**config.mk**
```make
export PLATFORM = sky130hd
export DESIGN_NAME = axi_burst_read_master
export DESIGN_NICKNAME = d
export VERILOG_FILES = /design/src/rtl/axi_pkg.sv /design/src/rtl/axi_burst_read_master.sv
export SDC_FILE = /design/constraint.sdc
export NUM_CORES = 1
export LEC_CHECK = 0
export BUFFER_PORTS_ARGS = -buffer_cell sky130_fd_sc_hd__buf_4
export CORE_MARGIN = 2
export CORE_UTILIZATION = 42
export CTS_CLUSTER_SIZE = 25
export DETAILED_ROUTE_END_ITERATION = 12
export PLACE_DENSITY = 0.81
export REMOVE_ABC_BUFFERS = 1
export SYNTH_ARGS = -nofsm -noshare
export SYNTH_HDL_FRONTEND = slang
export SYNTH_SLANG_ARGS = --single-unit
```
**constraint.sdc**
```tcl
create_clock -name clk -period 3.05 [get_ports clk]
set_input_delay 0.305 -clock clk [delete_from_list [all_inputs] [get_ports clk]]
set_output_delay 0.305 -clock clk [all_outputs]
set_load 0.005 [all_outputs]
```
**src/rtl/axi_pkg.sv**
```systemverilog
`default_nettype none
// ============================================================================
//  Module      : axi_pkg
//  Description : Shared AXI4 read-path types and encodings used by the
//                cache refill burst master.
//  Revision    : 1.0 - initial release
// ============================================================================
package axi_pkg;

  // Read master control states
  typedef enum logic [1:0] {
    IDLE = 2'd0,
    ADDR = 2'd1,
    DATA = 2'd2
  } t_rd_state;

  localparam logic [1:0] AXI_BURST_INCR  = 2'b01;
  localparam logic [1:0] AXI_RESP_OKAY   = 2'b00;
  localparam logic [1:0] AXI_RESP_SLVERR = 2'b10;

endpackage : axi_pkg
`default_nettype wire

```
**src/rtl/axi_burst_read_master.sv**
```systemverilog
`default_nettype none
// ============================================================================
//  Module      : axi_burst_read_master
//  Description : AXI4 INCR burst read master for cache-block refills. Issues
//                one block-aligned burst per start pulse and delivers the R
//                beats word by word with index, last flag and sticky error.
//  Revision    : 1.0 - initial release
// ============================================================================
module axi_burst_read_master
  import axi_pkg::*;
#(
  parameter int ADDR_WIDTH  = 64,
  parameter int DATA_WIDTH  = 32,
  parameter int BLOCK_WORDS = 16
) (
  input  logic                           clk,
  input  logic                           arst,
  input  logic                           i_start_read,
  input  logic [ADDR_WIDTH-1:0]          i_addr,
  output logic                           o_busy,
  output logic [DATA_WIDTH-1:0]          o_data,
  output logic                           o_data_valid,
  output logic [$clog2(BLOCK_WORDS)-1:0] o_word_index,
  output logic                           o_read_last,
  output logic                           o_resp_error,
  output logic                           o_ar_valid,
  input  logic                           i_ar_ready,
  output logic [ADDR_WIDTH-1:0]          o_ar_addr,
  output logic [7:0]                     o_ar_len,
  output logic [2:0]                     o_ar_size,
  output logic [1:0]                     o_ar_burst,
  input  logic                           i_r_valid,
  output logic                           o_r_ready,
  input  logic [DATA_WIDTH-1:0]          i_r_data,
  input  logic                           i_r_last,
  input  logic [1:0]                     i_r_resp
);

  localparam int IDX_W      = $clog2(BLOCK_WORDS);
  localparam int CNT_W      = IDX_W + 1;
  localparam int ALIGN_BITS = $clog2(BLOCK_WORDS * DATA_WIDTH / 8);

  localparam logic [CNT_W-1:0]      LAST_BEAT  = CNT_W'(BLOCK_WORDS - 1);
  localparam logic [ADDR_WIDTH-1:0] ALIGN_MASK =
      ~((ADDR_WIDTH'(1) << ALIGN_BITS) - ADDR_WIDTH'(1));

  t_rd_state               state_q, state_d;
  logic [CNT_W-1:0]        cnt_q, cnt_d;
  logic [ADDR_WIDTH-1:0]   addr_q, addr_d;
  logic [DATA_WIDTH-1:0]   data_q, data_d;
  logic [IDX_W-1:0]        idx_q, idx_d;
  logic                    busy_q, busy_d;
  logic                    data_valid_q, data_valid_d;
  logic                    read_last_q, read_last_d;
  logic                    err_q, err_d;
  logic                    ar_valid_q, ar_valid_d;
  logic                    r_ready_q, r_ready_d;

  logic w_start_ok;
  logic w_ar_hs;
  logic w_r_hs;
  logic w_last_beat;
  logic w_beat_err;

  // A start is only honoured once the previous burst has fully retired,
  // including the cycle that presents o_read_last.
  assign w_start_ok  = (state_q == IDLE) && i_start_read && !busy_q;
  assign w_ar_hs     = ar_valid_q && i_ar_ready;
  assign w_r_hs      = r_ready_q && i_r_valid;
  assign w_last_beat = (cnt_q == LAST_BEAT);
  // Bad response, early last, or missing last all flag the burst.
  assign w_beat_err  = (i_r_resp != AXI_RESP_OKAY) || (i_r_last != w_last_beat);

  // Next-state and next-output computation for the refill FSM
  always_comb begin
    state_d      = state_q;
    cnt_d        = cnt_q;
    addr_d       = addr_q;
    data_d       = data_q;
    idx_d        = idx_q;
    busy_d       = busy_q;
    err_d        = err_q;
    ar_valid_d   = ar_valid_q;
    r_ready_d    = r_ready_q;
    data_valid_d = 1'b0;
    read_last_d  = 1'b0;

    case (state_q)
      IDLE: begin
        busy_d = 1'b0;
        if (w_start_ok) begin
          addr_d     = i_addr & ALIGN_MASK;
          cnt_d      = '0;
          err_d      = 1'b0;
          ar_valid_d = 1'b1;
          busy_d     = 1'b1;
          state_d    = ADDR;
        end
      end
      ADDR: begin
        if (w_ar_hs) begin
          ar_valid_d = 1'b0;
          r_ready_d  = 1'b1;
          state_d    = DATA;
        end
      end
      DATA: begin
        if (w_r_hs) begin
          data_d       = i_r_data;
          idx_d        = cnt_q[IDX_W-1:0];
          data_valid_d = 1'b1;
          cnt_d        = cnt_q + CNT_W'(1);
          if (w_beat_err) begin
            err_d = 1'b1;
          end
          // Termination is purely count based; r_last only feeds the error.
          if (w_last_beat) begin
            read_last_d = 1'b1;
            r_ready_d   = 1'b0;
            state_d     = IDLE;
          end
        end
      end
      default: begin
        state_d    = IDLE;
        busy_d     = 1'b0;
        ar_valid_d = 1'b0;
        r_ready_d  = 1'b0;
      end
    endcase
  end

  // State and output registers with asynchronous reset
  always_ff @(posedge clk or posedge arst) begin
    if (arst) begin
      state_q      <= IDLE;
      cnt_q        <= '0;
      addr_q       <= '0;
      data_q       <= '0;
      idx_q        <= '0;
      busy_q       <= 1'b0;
      data_valid_q <= 1'b0;
      read_last_q  <= 1'b0;
      err_q        <= 1'b0;
      ar_valid_q   <= 1'b0;
      r_ready_q    <= 1'b0;
    end else begin
      state_q      <= state_d;
      cnt_q        <= cnt_d;
      addr_q       <= addr_d;
      data_q       <= data_d;
      idx_q        <= idx_d;
      busy_q       <= busy_d;
      data_valid_q <= data_valid_d;
      read_last_q  <= read_last_d;
      err_q        <= err_d;
      ar_valid_q   <= ar_valid_d;
      r_ready_q    <= r_ready_d;
    end
  end

  assign o_busy       = busy_q;
  assign o_data       = data_q;
  assign o_data_valid = data_valid_q;
  assign o_word_index = idx_q;
  assign o_read_last  = read_last_q;
  assign o_resp_error = err_q;
  assign o_ar_valid   = ar_valid_q;
  assign o_ar_addr    = addr_q;
  assign o_r_ready    = r_ready_q;

  // Fixed burst shape: one full block of full-width INCR beats
  assign o_ar_len   = 8'(BLOCK_WORDS - 1);
  assign o_ar_size  = 3'($clog2(DATA_WIDTH / 8));
  assign o_ar_burst = AXI_BURST_INCR;

endmodule : axi_burst_read_master
`default_nettype wire

```
==> impl_metrics.yaml <==
run_status:
  status: "finished, violations left"
  violations: "hold timing"
placement:
  gp_congestion: 0.769
  place_area_sq_um: 6090
  dpl.hpwl_um: 7810
  io_buffers: 197
cts:
  clk_latency_ns: 0.35
  cts_tree: "built"
  cts.sink_count: 107
  cts_root_buffer: "clkbuf_8"
  clockBufferDepth: 2
  cts.clk_slew.worst_paths_ns: 0.10
  cts_resized: 0
  cts_inserted_buffers: 9
  cts_setup_buffers: 0
  h-tree-depth: 3
  holdBufCountCts: 0
global_route:
  track_usage_pct: 17.5
  overflow: 0
  grt_pass1_wl_um: 16100
  grt_max_degree: 63
  antenna_found_initial: 0
  grt_pass1_vias: 3253
setup_path:
  r2r_cells: 6
  reg2reg_slack_ns: 0.77
  crit_arrival_ns: 2.52
  critPathSlowestCell: "or2_4"
  cp-start-kind: "flop"
  path_cells: "inv_1, ha_1, inv_2, or2_4, buf_4, mux2_4"
  required_ns: 3.29
  worstSetupPathType: "reg -> reg"
  cp_max_fo: 37
  critPathCaptureType: "flop"
  max_stage_delay_ns: 0.56
finish:
  drive_gt1_share_pct: 48.8
  final_cell_mix: "buf_4 (201), nand2_1 (116), dfrtp_1 (107)"
  n_fill_cell: 878
  fin_nets: 674
  stdcell_area_sq_um: 6270
  final_common_cell: "buf_4"
  areaGrowthSynthToFinish_pct: 35.4
  antenna_cells: 0
power_and_ir_drop:
  power.share.combinational_pct: 43.9
  total_power_mw: 5.74
  p_seq_share_pct: 42.0
  power.internal_mw: 4.02
  clkPwrFrac_pct: 14.0
  leakage_nw: 3.47
  ir_worst_vdd_v: 0.000425
  swShare_pct: 29.9
  power_switching_mw: 1.72
  power_density_nw_per_um2: 915
worst_hold_path:
  hold_path.class: "in -> async"
synthesis:
  avgSynthCellArea_sq_um: 12.6
  synth.yosys.seq_area_share_pct: 57.8
  async_flop_share_pct: 100
  postSynthCellCount: 369
  synthTopCellsByArea: "dfrtp_1 (58%), mux2_4 (18%), nand2_1 (9.4%)"
  yosysWarnings: 0
  synth_top_flop_cell: "dfrtp_1"
  ys_seq_elements: 107
  synth.distinct_cells: 33
  yosys.area.top_type: "dfrtp_1"
  synth_edf_count: 0
  syn_area_sq_um: 4640
  synth.top_cell.area_share_pct: 57.8
route:
  wl_per_cell_um: 15.0
  wl_um: 10600
  vias_per_cell: 4.62
  route.detailed.drc: 0
  drt-initial-drc-count: 198
  via_count: 3270
  dr.pass1.iters: 5
  postRouteAntennaNets: 0
sta:
  rsz0062_at_grt: "no"
  hold_viol: 3
  max_slew_margin_pct: 52.8
  drv_slew: 0
  worstMarginPinSlew_ns: 0.707
  setup_viol: 0
  fin_hold_ws_ns: -0.00393
  clock.fmax_mhz: 438
  skew_ns: 0.00642
  min_period_over_period_pct: 74.9
  fin_crit_ns: 2.28
floorplan:
  die_area_sq_um: 11900
  start_util_pct: 43.0
  ioPinCount: 223
  die_h_um: 109
  core_sq_um: 10800
  die_x_um: 109
  fp-row-count: 38
run:
  drv_cap: 0
-- worst max-delay path, delay by kind of cell (launching register included) --
family,cells,cell delay [ns]
mux,1,0.33
buf+inv,3,0.58
flops,1,0.38
simple gates,1,0.56
fa+ha+maj,1,0.30
-- per-layer routing --
layer	track usage [%]	vias to the layer above	share of wire, %
li1	-	1545	-
met1	21.2	1588	40
met2	30.7	121	52
met3	3.65	16	6.5
met4	6.14	0	1.7
met5	0	-	0
-- cells in the mapped netlist (3+ instances only) --
master and n:
buf_4 19, nor3_1 3, nand3_1 5, clkbuf_1 5
o21ai_0 7, mux2_4 57, ha_1 6, dfrtp_1 107
inv_1 7, buf_12 5, nand2_1 116, buf_2 3
-- kinds of logic (layout without fill, tap and decap cells) --
group	after synthesis	after routing	synth area share, %
AO/OA/AOI/OAI	16	16	2.24
XOR/XNOR	1	1	0.189
adder cells (fa/ha/maj)	6	6	1.62
buffers and inverters	43	225	7.42
flip-flops	107	107	57.8
multiplexers	59	59	18.9
other	2	19	0.162
AND/OR/NAND/NOR	135	135	11.7
-- power by group through the flow --
stage / logic (mW) / clock network (mW) / registers (mW)
CTS: 2.56 / 0.831 / 2.41
finish: 2.52 / 0.805 / 2.41
floorplan: 1.31 / 0 / 2.42
global route: 2.72 / 0.894 / 2.48
detailed placement: 2.55 / 0 / 2.43
global placement: 2.47 / 0 / 2.40
-- registers in the layout, summed over array words and instances (netlist names) --
register,cells
o_ar_addr,58
o_data_valid,1
o_read_last,1
o_busy,1
cnt_q,5
o_word_index,4
o_ar_valid,1
state_q,2
o_data,32
o_r_ready,1
o_resp_error,1
-- metrics by stage --
| step | setup WS [ns] | utilization [%] | hold slack, ns | TNS, ns | cells |
|---|---|---|---|---|---|
| floorplan | -0.344 | - | 0.410 | -22.54 | 351 |
| global placement | 0.844 | 56.5 | 0.404 | 0 | 693 |
| detailed placement | 0.753 | 56.5 | 0.405 | 0 | 693 |
| CTS | 0.730 | 58.1 | 0.00183 | 0 | 708 |
| global route | 0.620 | 58.1 | 0.0359 | 0 | 708 |
| finish | 0.767 | 58.1 | -0.00393 | 0 | 708 |
-- path summary, 6_finish.rpt --
path	from	endpoint
max	state_q[0]$_DFFE_PP0P_	o_ar_addr[22]$_DFFE_PP0P_
min	arst	o_ar_addr[13]$_DFFE_PP0P_
min in group clk	i_r_data[13]	o_data[13]$_DFFE_PP0P_
min reg2reg	o_data[8]$_DFFE_PP0P_	o_data[8]$_DFFE_PP0P_
max reg2reg	state_q[0]$_DFFE_PP0P_	o_ar_addr[22]$_DFFE_PP0P_
max in group asynchronous	arst	o_ar_addr[42]$_DFFE_PP0P_
-- final cells by class --
| cell class | count | area, sq um | area share [%] |
|---|---|---|---|
| sequential | 107 | 2680 | 42.7 |
| multi-input combinational | 236 | 1680 | 26.8 |
| timing repair buffer | 202 | 1530 | 24.4 |
| tap | 140 | 175 | 2.79 |
| clock buffer | 14 | 173 | 2.75 |
| inverter | 8 | 32.5 | 0.518 |
| clock inverter | 1 | 7.51 | 0.120 |
Note: power is estimated with default switching activity, not from simulation.
